===== config.mk =====
export PLATFORM = sky130hd
export DESIGN_NAME = gene_line_packer
export DESIGN_NICKNAME = d
export VERILOG_FILES = /design/src/rtl/gene_line_packer.sv
export SDC_FILE = /design/constraint.sdc
export NUM_CORES = 1
export LEC_CHECK = 0
export BUFFER_PORTS_ARGS = -buffer_cell sky130_fd_sc_hd__buf_2
export CORE_MARGIN = 2
export CORE_UTILIZATION = 45
export DETAILED_ROUTE_END_ITERATION = 8
export PLACE_DENSITY = 0.72
export RECOVER_POWER = 50
export SKIP_CTS_REPAIR_TIMING = 1
export SYNTH_ARGS = -nofsm -noshare
export SYNTH_HDL_FRONTEND = slang
export SYNTH_SLANG_ARGS = --single-unit

===== constraint.sdc =====
create_clock -name Clk -period 5.25 [get_ports Clk]
set_input_delay 0.525 -clock Clk [delete_from_list [all_inputs] [get_ports Clk]]
set_output_delay 0.525 -clock Clk [all_outputs]
set_load 0.02 [all_outputs]

===== src/rtl/gene_line_packer.sv =====
// Streaming 2-bit nucleotide packer: ASCII bases in, 2*BASES-bit MSB-first lines out.
// Optional strict checking of characters enabled by defining GENE_PACK_STRICT_EN.
module gene_line_packer #(
  parameter int BASES = 100,
  parameter int CNT_W = 7
) (
  input  logic                 Clk,
  input  logic                 Rst_n,
  input  logic [7:0]           InChar,
  input  logic                 InValid,
  input  logic                 InLast,
  output logic                 InReady,
  output logic [2*BASES-1:0]   Line,
  output logic [CNT_W-1:0]     LineCount,
  output logic                 LineErr,
  output logic                 LineValid,
  input  logic                 LineReady
);

  localparam int LW = 2 * BASES;

  typedef enum logic {FILL, HOLD} state_e;

  state_e             state_q;
  logic [LW-1:0]      acc_q, acc_d, line_q;
  logic [CNT_W-1:0]   cnt_q, cnt_inc, count_q;
  logic               valid_q;
  logic [1:0]         code;
  logic               accept, closing, out_free, load_fill, load_hold;

  always_comb begin
    // NOTE: every combinational output gets a default first, so no path can infer a latch.
    code = 2'b00;
    case (InChar)
      8'h43, 8'h63: code = 2'b01;  // C c
      8'h47, 8'h67: code = 2'b10;  // G g
      8'h54, 8'h74: code = 2'b11;  // T t
      default:      code = 2'b00;  // A a and anything else
    endcase
  end

  // Accumulator with the incoming base dropped into the slot selected by the counter.
  always_comb begin
    acc_d = acc_q;
    for (int i = 0; i < BASES; i++) begin
      if (cnt_q == CNT_W'(i)) acc_d[LW-2-2*i +: 2] = code;
    end
  end

  assign cnt_inc   = cnt_q + CNT_W'(1);
  assign closing   = InLast || (cnt_q == CNT_W'(BASES - 1));
  assign InReady   = (state_q == FILL);
  assign accept    = InValid && InReady;
  assign out_free  = !valid_q || LineReady;
  assign load_fill = accept && closing && out_free;
  assign load_hold = (state_q == HOLD) && out_free;

  always_ff @(posedge Clk or negedge Rst_n) begin
    if (!Rst_n) begin
      state_q <= FILL;
      acc_q   <= '0;
      cnt_q   <= '0;
      line_q  <= '0;
      count_q <= '0;
      valid_q <= 1'b0;
    end else if (load_fill) begin
      // NOTE: sequential state uses non-blocking assignments so all registers update together.
      line_q  <= acc_d;
      count_q <= cnt_inc;
      valid_q <= 1'b1;
      acc_q   <= '0;
      cnt_q   <= '0;
    end else if (load_hold) begin
      line_q  <= acc_q;
      count_q <= cnt_q;
      valid_q <= 1'b1;
      acc_q   <= '0;
      cnt_q   <= '0;
      state_q <= FILL;
    end else begin
      if (LineReady) valid_q <= 1'b0;
      if (accept) begin
        acc_q <= acc_d;
        cnt_q <= cnt_inc;
        // Closing here means the output is occupied; cnt_q then holds the line's base count.
        if (closing) state_q <= HOLD;
      end
    end
  end

  assign Line      = line_q;
  assign LineCount = count_q;
  assign LineValid = valid_q;

`ifdef GENE_PACK_STRICT_EN
  logic err_q, err_d, lerr_q, bad_char;

  assign bad_char = !(InChar inside {8'h41, 8'h43, 8'h47, 8'h54, 8'h61, 8'h63, 8'h67, 8'h74});
  assign err_d    = err_q || (accept && bad_char);

  always_ff @(posedge Clk or negedge Rst_n) begin
    if (!Rst_n) begin
      err_q  <= 1'b0;
      lerr_q <= 1'b0;
    end else if (load_fill) begin
      lerr_q <= err_d;
      err_q  <= 1'b0;
    end else if (load_hold) begin
      lerr_q <= err_q;
      err_q  <= 1'b0;
    end else begin
      err_q  <= err_d;
    end
  end

  assign LineErr = lerr_q;
`else
  assign LineErr = 1'b0;
`endif

endmodule


Word level (Yosys, flattened, before mapping)
Cells that the tools add are included.
{"block": "totals", "regBits": 416, "out_inout_bits": 210, "elab_cells": 248}
{"block": "classes", "addsub": 1, "n_eq_ne": 105, "n_mux": 117, "n_bitwise": 2, "n_reduce_logical": 17}
{"operator": "200-bit two-way mux", "n": 5}
{"operator": "7-bit == test, second input constant", "n": 36}
{"operator": "7-bit by 6-bit == test with 1-bit output, second input constant", "n": 32}
{"operator": "2-bit two-way mux", "n": 100}
{"operator": "7-bit by 5-bit == test with 1-bit output, second input constant", "n": 16}
{"operator": "7-bit by 4-bit == test with 1-bit output, second input constant", "n": 8}
{"operator": "8-bit by 7-bit == test with 1-bit output, second input constant", "n": 6}
{"operator": "7-bit two-way mux", "n": 5}
{"operator": "7-bit by 3-bit == test with 1-bit output, second input constant", "n": 4}
{"operator": "7-bit by 2-bit == test with 1-bit output, second input constant", "n": 2}
{"operator": "7-bit by 1-bit adder with 7-bit output, second input constant", "n": 1}
{"operator": "7-bit by 1-bit == test with 1-bit output, second input constant", "n": 1}
{"operator": "7-bit zero test", "n": 1}
{"operator": "1-bit two-way mux", "n": 6}
{"operator": "2-bit case mux with 3 select lines", "n": 1}
{"operator": "2-bit nonzero test", "n": 3}
{"operator": "3-bit nonzero test", "n": 2}
{"operator": "2-bit OR reduction", "n": 3}
{"operator": "1-bit logical AND", "n": 4}
{"operator": "3-bit AND reduction", "n": 1}
{"operator": "1-bit logical OR", "n": 2}
{"operator": "1-bit NOT", "n": 2}
{"operator": "1-bit zero test", "n": 1}

Longest topological paths before layout
{"block": "logic_depth", "depth_word": 7, "mapped_depth": 8, "mapped_depth_nobuf": 6}

Least setup slack after synthesis
OpenSTA, ideal clock, no wires.
{"block": "synth_timing", "kind": "reg2reg", "startpoint": "register cnt_q[0]", "endpoint": "register acc_q[100]", "setup_time_ps": 122, "arrival_ps": 1942, "path_slack_ps": 3187, "stages_incl_launch_ff": 9, "n_path_buf": 3, "period_less_slack_ps": 2063, "cell_sequence": "dfrtp_1 -> ha_1 -> nor2b_1 -> a31oi_4 -> or2_1 -> clkbuf_1 -> buf_6 -> buf_6 -> a32o_1"}
{"block": "synth_between", "elab_chain_cells": 5, "word_cells_on_any_way": 10}
{"item": "start: declaration", "line": "26", "rtl": "logic [CNT_W-1:0] cnt_q, cnt_inc, count_q;"}
{"item": "start signal: assignment", "line": "84", "rtl": "cnt_q <= cnt_inc;"}
{"item": "7-bit by 6-bit == test with 1-bit output or 7-bit == test (tied branches)", "line": "46, 51"}
{"item": "2-bit two-way mux or 1-bit logical OR (tied branches)", "line": "46, 51"}
{"item": "200-bit two-way mux or 1-bit logical AND (tied branches)", "line": "82, 55"}
{"item": "200-bit two-way mux or 1-bit logical AND (tied branches)", "line": "73, 55"}
{"item": "200-bit two-way mux or 3-bit nonzero test (tied branches)"}
{"item": "end signal: assignment", "line": "71", "rtl": "acc_q <= '0;"}
{"item": "end signal: assignment", "line": "77", "rtl": "acc_q <= '0;"}
{"item": "end signal: assignment", "line": "83", "rtl": "acc_q <= acc_d;"}
{"item": "end: declaration", "line": "25", "rtl": "logic [LW-1:0] acc_q, acc_d, line_q;"}
Several ways; a longest one is shown, not always the timed one. The select of a mux whose other input is x is not followed.
A chain may end at the register's enable or synchronous reset.

Final worst setup path
{"block": "layout_timing", "startpoint": "register cnt_q[3]", "endpoint": "register line_q[23], in the netlist Line[23]"}
{"block": "layout_between", "elab_chain_cells": 5, "word_cells_on_any_way": 8}
{"item": "7-bit == test", "line": "51", "rtl": "assign closing = InLast || (cnt_q == CNT_W'(BASES - 1));"}
{"item": "1-bit logical OR", "line": "51"}
{"item": "1-bit logical AND (2 in a row)", "line": "55", "rtl": "assign load_fill = accept && closing && out_free;"}
{"item": "200-bit two-way mux or 2-bit nonzero test (tied branches)"}
{"item": "end signal: assignment", "line": "74", "rtl": "line_q <= acc_q;"}
{"item": "end: declaration", "line": "25"}
Several ways; a longest one is shown, not always the timed one.

==> out/qor.yml <==
clock_network:
  clock_latency_ns: 0.56
  numCtsBuffers: 44
  cts_tree: "built"
  cts_max_level: 2
  clk_path_buf_depth: 3
  clk_pin_slew_ns: 0.06
  cts_root_buf: "clkbuf_16"
  cts.sinks: 416
yosys:
  synth_most_common_cell: "dfrtp_1"
  dominantRegCellSynth: "dfrtp_1"
  yosys_register_bits: 416
  synth_commonest_cells: "416 x dfrtp_1, 211 x nand2_1, 208 x inv_1"
  ys_seq_area_share_pct: 52.3
  synth.avg_cell_area_um2: 10.0
  synth_edf_count: 0
  async_reset_ff_share_pct: 100
  syn_inst: 1981
  ys_warn_count: 0
  synth_top_area_share_pct: 52.3
  synth_cell_types: 56
  synth_area_um2: 19900
  synth_area_leaders: "dfrtp_1 52%, a32o_1 10%, o221ai_1 9.0%, o21ai_0 5.1%, nand2_1 4.0%"
  synth_top_cell_by_area: "dfrtp_1"
  synth.net_count: 1998
sta:
  maxSlewHeadroom_pct: -136
  final-hold-violation-count: 0
  setup_viol: 0
  setup_ws_ns: 1.62
  timing.setup.tns_ns: 0
  fin_crit_sh_pct: 69.1
  slew_violations: 136
  timing.fmax_mhz: 276
  skew_ns: 0.0227
  rsz0062_at_grt: "no"
  tightest_slew_ns: 3.54
  whs_ns: 0.418
  fin_crit_ns: 3.63
pwr:
  power.leakage_uw: 0.00879
  ir_worst_vdd_mv: 0.192
  pwr_density_cell_nw_per_um2: 321
  power.total_uw: 7170
floorplan:
  pin_count: 223
  rows: 77
  coreArea_um2: 43900
  dieHeight_um: 214
  start_util_pct: 45.3
  die_width_um: 214
  die-area_um2: 45900
placed_design:
  numPortBuffers: 220
  dpl.hpwl_mm: 38.2
  place_ws_ns: 1.78
  gp_congestion: 0.776
global_route:
  grt_pass1_vias: 18119
  antenna_found_initial: 1
  grt_overflow: 0
  grt_max_degree: 205
  gr-usage-all-layers_pct: 28.6
  grt_first_pass_wirelength_mm: 104
routing:
  wl_mm: 67.7
  drt-initial-drc-count: 2147
  drcViolationCount: 0
  vias: 17816
  via_per_inst: 6.62
  dr.pass1.iters: 8
  postRouteAntennaNets: 0
  routedWlPerCell_um: 25.2
setup_path:
  crit_path_top_delay_cell: "nand3_4"
  max_stage_delay_ns: 0.79
  crit_type: "flop to flop"
  critPathTopFamily: "simple AND/OR/NAND/NOR gates"
  startpoint_type: "flop"
  crit_buf_inv: 1
  arrival_ns: 4.09
  path_cells: "and4bb_4 -> or2_4 -> nand3_4 -> buf_4 -> o221ai_1"
  endpoint_kind: "flop"
  critPathRequiredTime_ns: 5.71
  critPathMaxFanout: 51
status:
  violations: "capacitance limit, slew limit"
  outcome: "complete, but fails checks"
layout:
  area.growth.synth_to_final_pct: 12.2
  drive_gt1_share_pct: 8.77
  nets: 2084
hold_path:
  hold_class: "input port to flop"
run:
  maxCapViolCount: 1
==> path summary, 6_finish.rpt <==
path,from,end,slack (ns),cells past startpoint
setup / recovery,cnt_q[3],Line[23],1.62,5
hold / removal,InLast,Line[1],0.42,3
setup reg to reg,cnt_q[3],Line[23],1.62,5
hold reg to reg,LineCount[5],LineCount[5],0.50,1
max in group asynchronous,Rst_n,Line[194],1.91,2
min in group asynchronous,Rst_n,Line[15],1.14,1
==> layer usage <==
| layer | global-route usage [%] | routed length [um] | up-vias |
|---|---|---|---|
| met5 | 0 | 0 | - |
| met4 | 15.3 | 3390 | 0 |
| met3 | 6.65 | 6490 | 195 |
| met2 | 44.9 | 31200 | 1070 |
| met1 | 36.9 | 26700 | 8923 |
| li1 | - | - | 7628 |
==> state kept, by name (all words and copies together) (netlist names) <==
name / flops
Line: 200
LineCount: 7
LineValid: 1
acc_q: 200
cnt_q: 7
state_q: 1
==> worst register-to-register path, stage by stage, from the launching register on <==
cell and delay [ns]:
dfrtp_2 0.73, and4bb_4 0.57, or2_4 0.62, nand3_4 0.80
buf_4 0.55, o221ai_1 0.27
==> cells by family (layout without fill, tap and decap cells) <==
| group | count (synthesis) | count (layout) | share of synthesized area (%) |
|---|---|---|---|
| flip-flops | 416 | 416 | 52.3 |
| AO/OA/AOI/OAI | 734 | 734 | 28.4 |
| buffers and inverters | 412 | 530 | 8.91 |
| XOR/XNOR | 3 | 3 | 0.132 |
| AND/OR/NAND/NOR | 411 | 411 | 9.92 |
| other | 1 | 3 | 0.0189 |
| adder cells (fa/ha/maj) | 4 | 4 | 0.252 |
==> where the power goes <==
group / total, uW / internal [uW] / switching [uW]
sequential: 3260 / 3220 / 31.8
clock: 3130 / 1810 / 1320
combinational: 789 / 120 / 668
==> final cells by class <==
class	count	area (um2)
fill	4042	21600
sequential	416	10400
multi-input combinational	1153	7800
clock buffer	61	1250
timing repair buffer	244	1150
inverter	208	781
tap	592	741
clock inverter	17	176
antenna	2	5.00
==> cell usage in the layout, fill, tap and decap left out, drive strengths merged, types with 7 or more instances in the layout <==
cell type | netlist | routed
nor2b | 7 | 7
a31oi | 105 | 105
buf | 76 | 86
a32o | 198 | 198
nor2 | 104 | 104
or4bb | 10 | 10
nor4bb | 13 | 13
nand2b | 7 | 7
clkinv | 0 | 9
o21ai | 204 | 204
o221ai | 204 | 204
clkbuf | 128 | 219
nand3 | 11 | 11
dfrtp | 416 | 416
nand2 | 211 | 211
inv | 208 | 211
==> per-stage QoR <==
stage               std cells  area [um2]  util (%)
global placement         2613       21100      48.0
floorplan                1981       19900         -
detailed placement       2613       21100      48.0
global route             2692       22300      50.8
finish                   2693       22300      50.8
CTS                      2691       22500      51.3
Power figures use the tool's default switching activity.
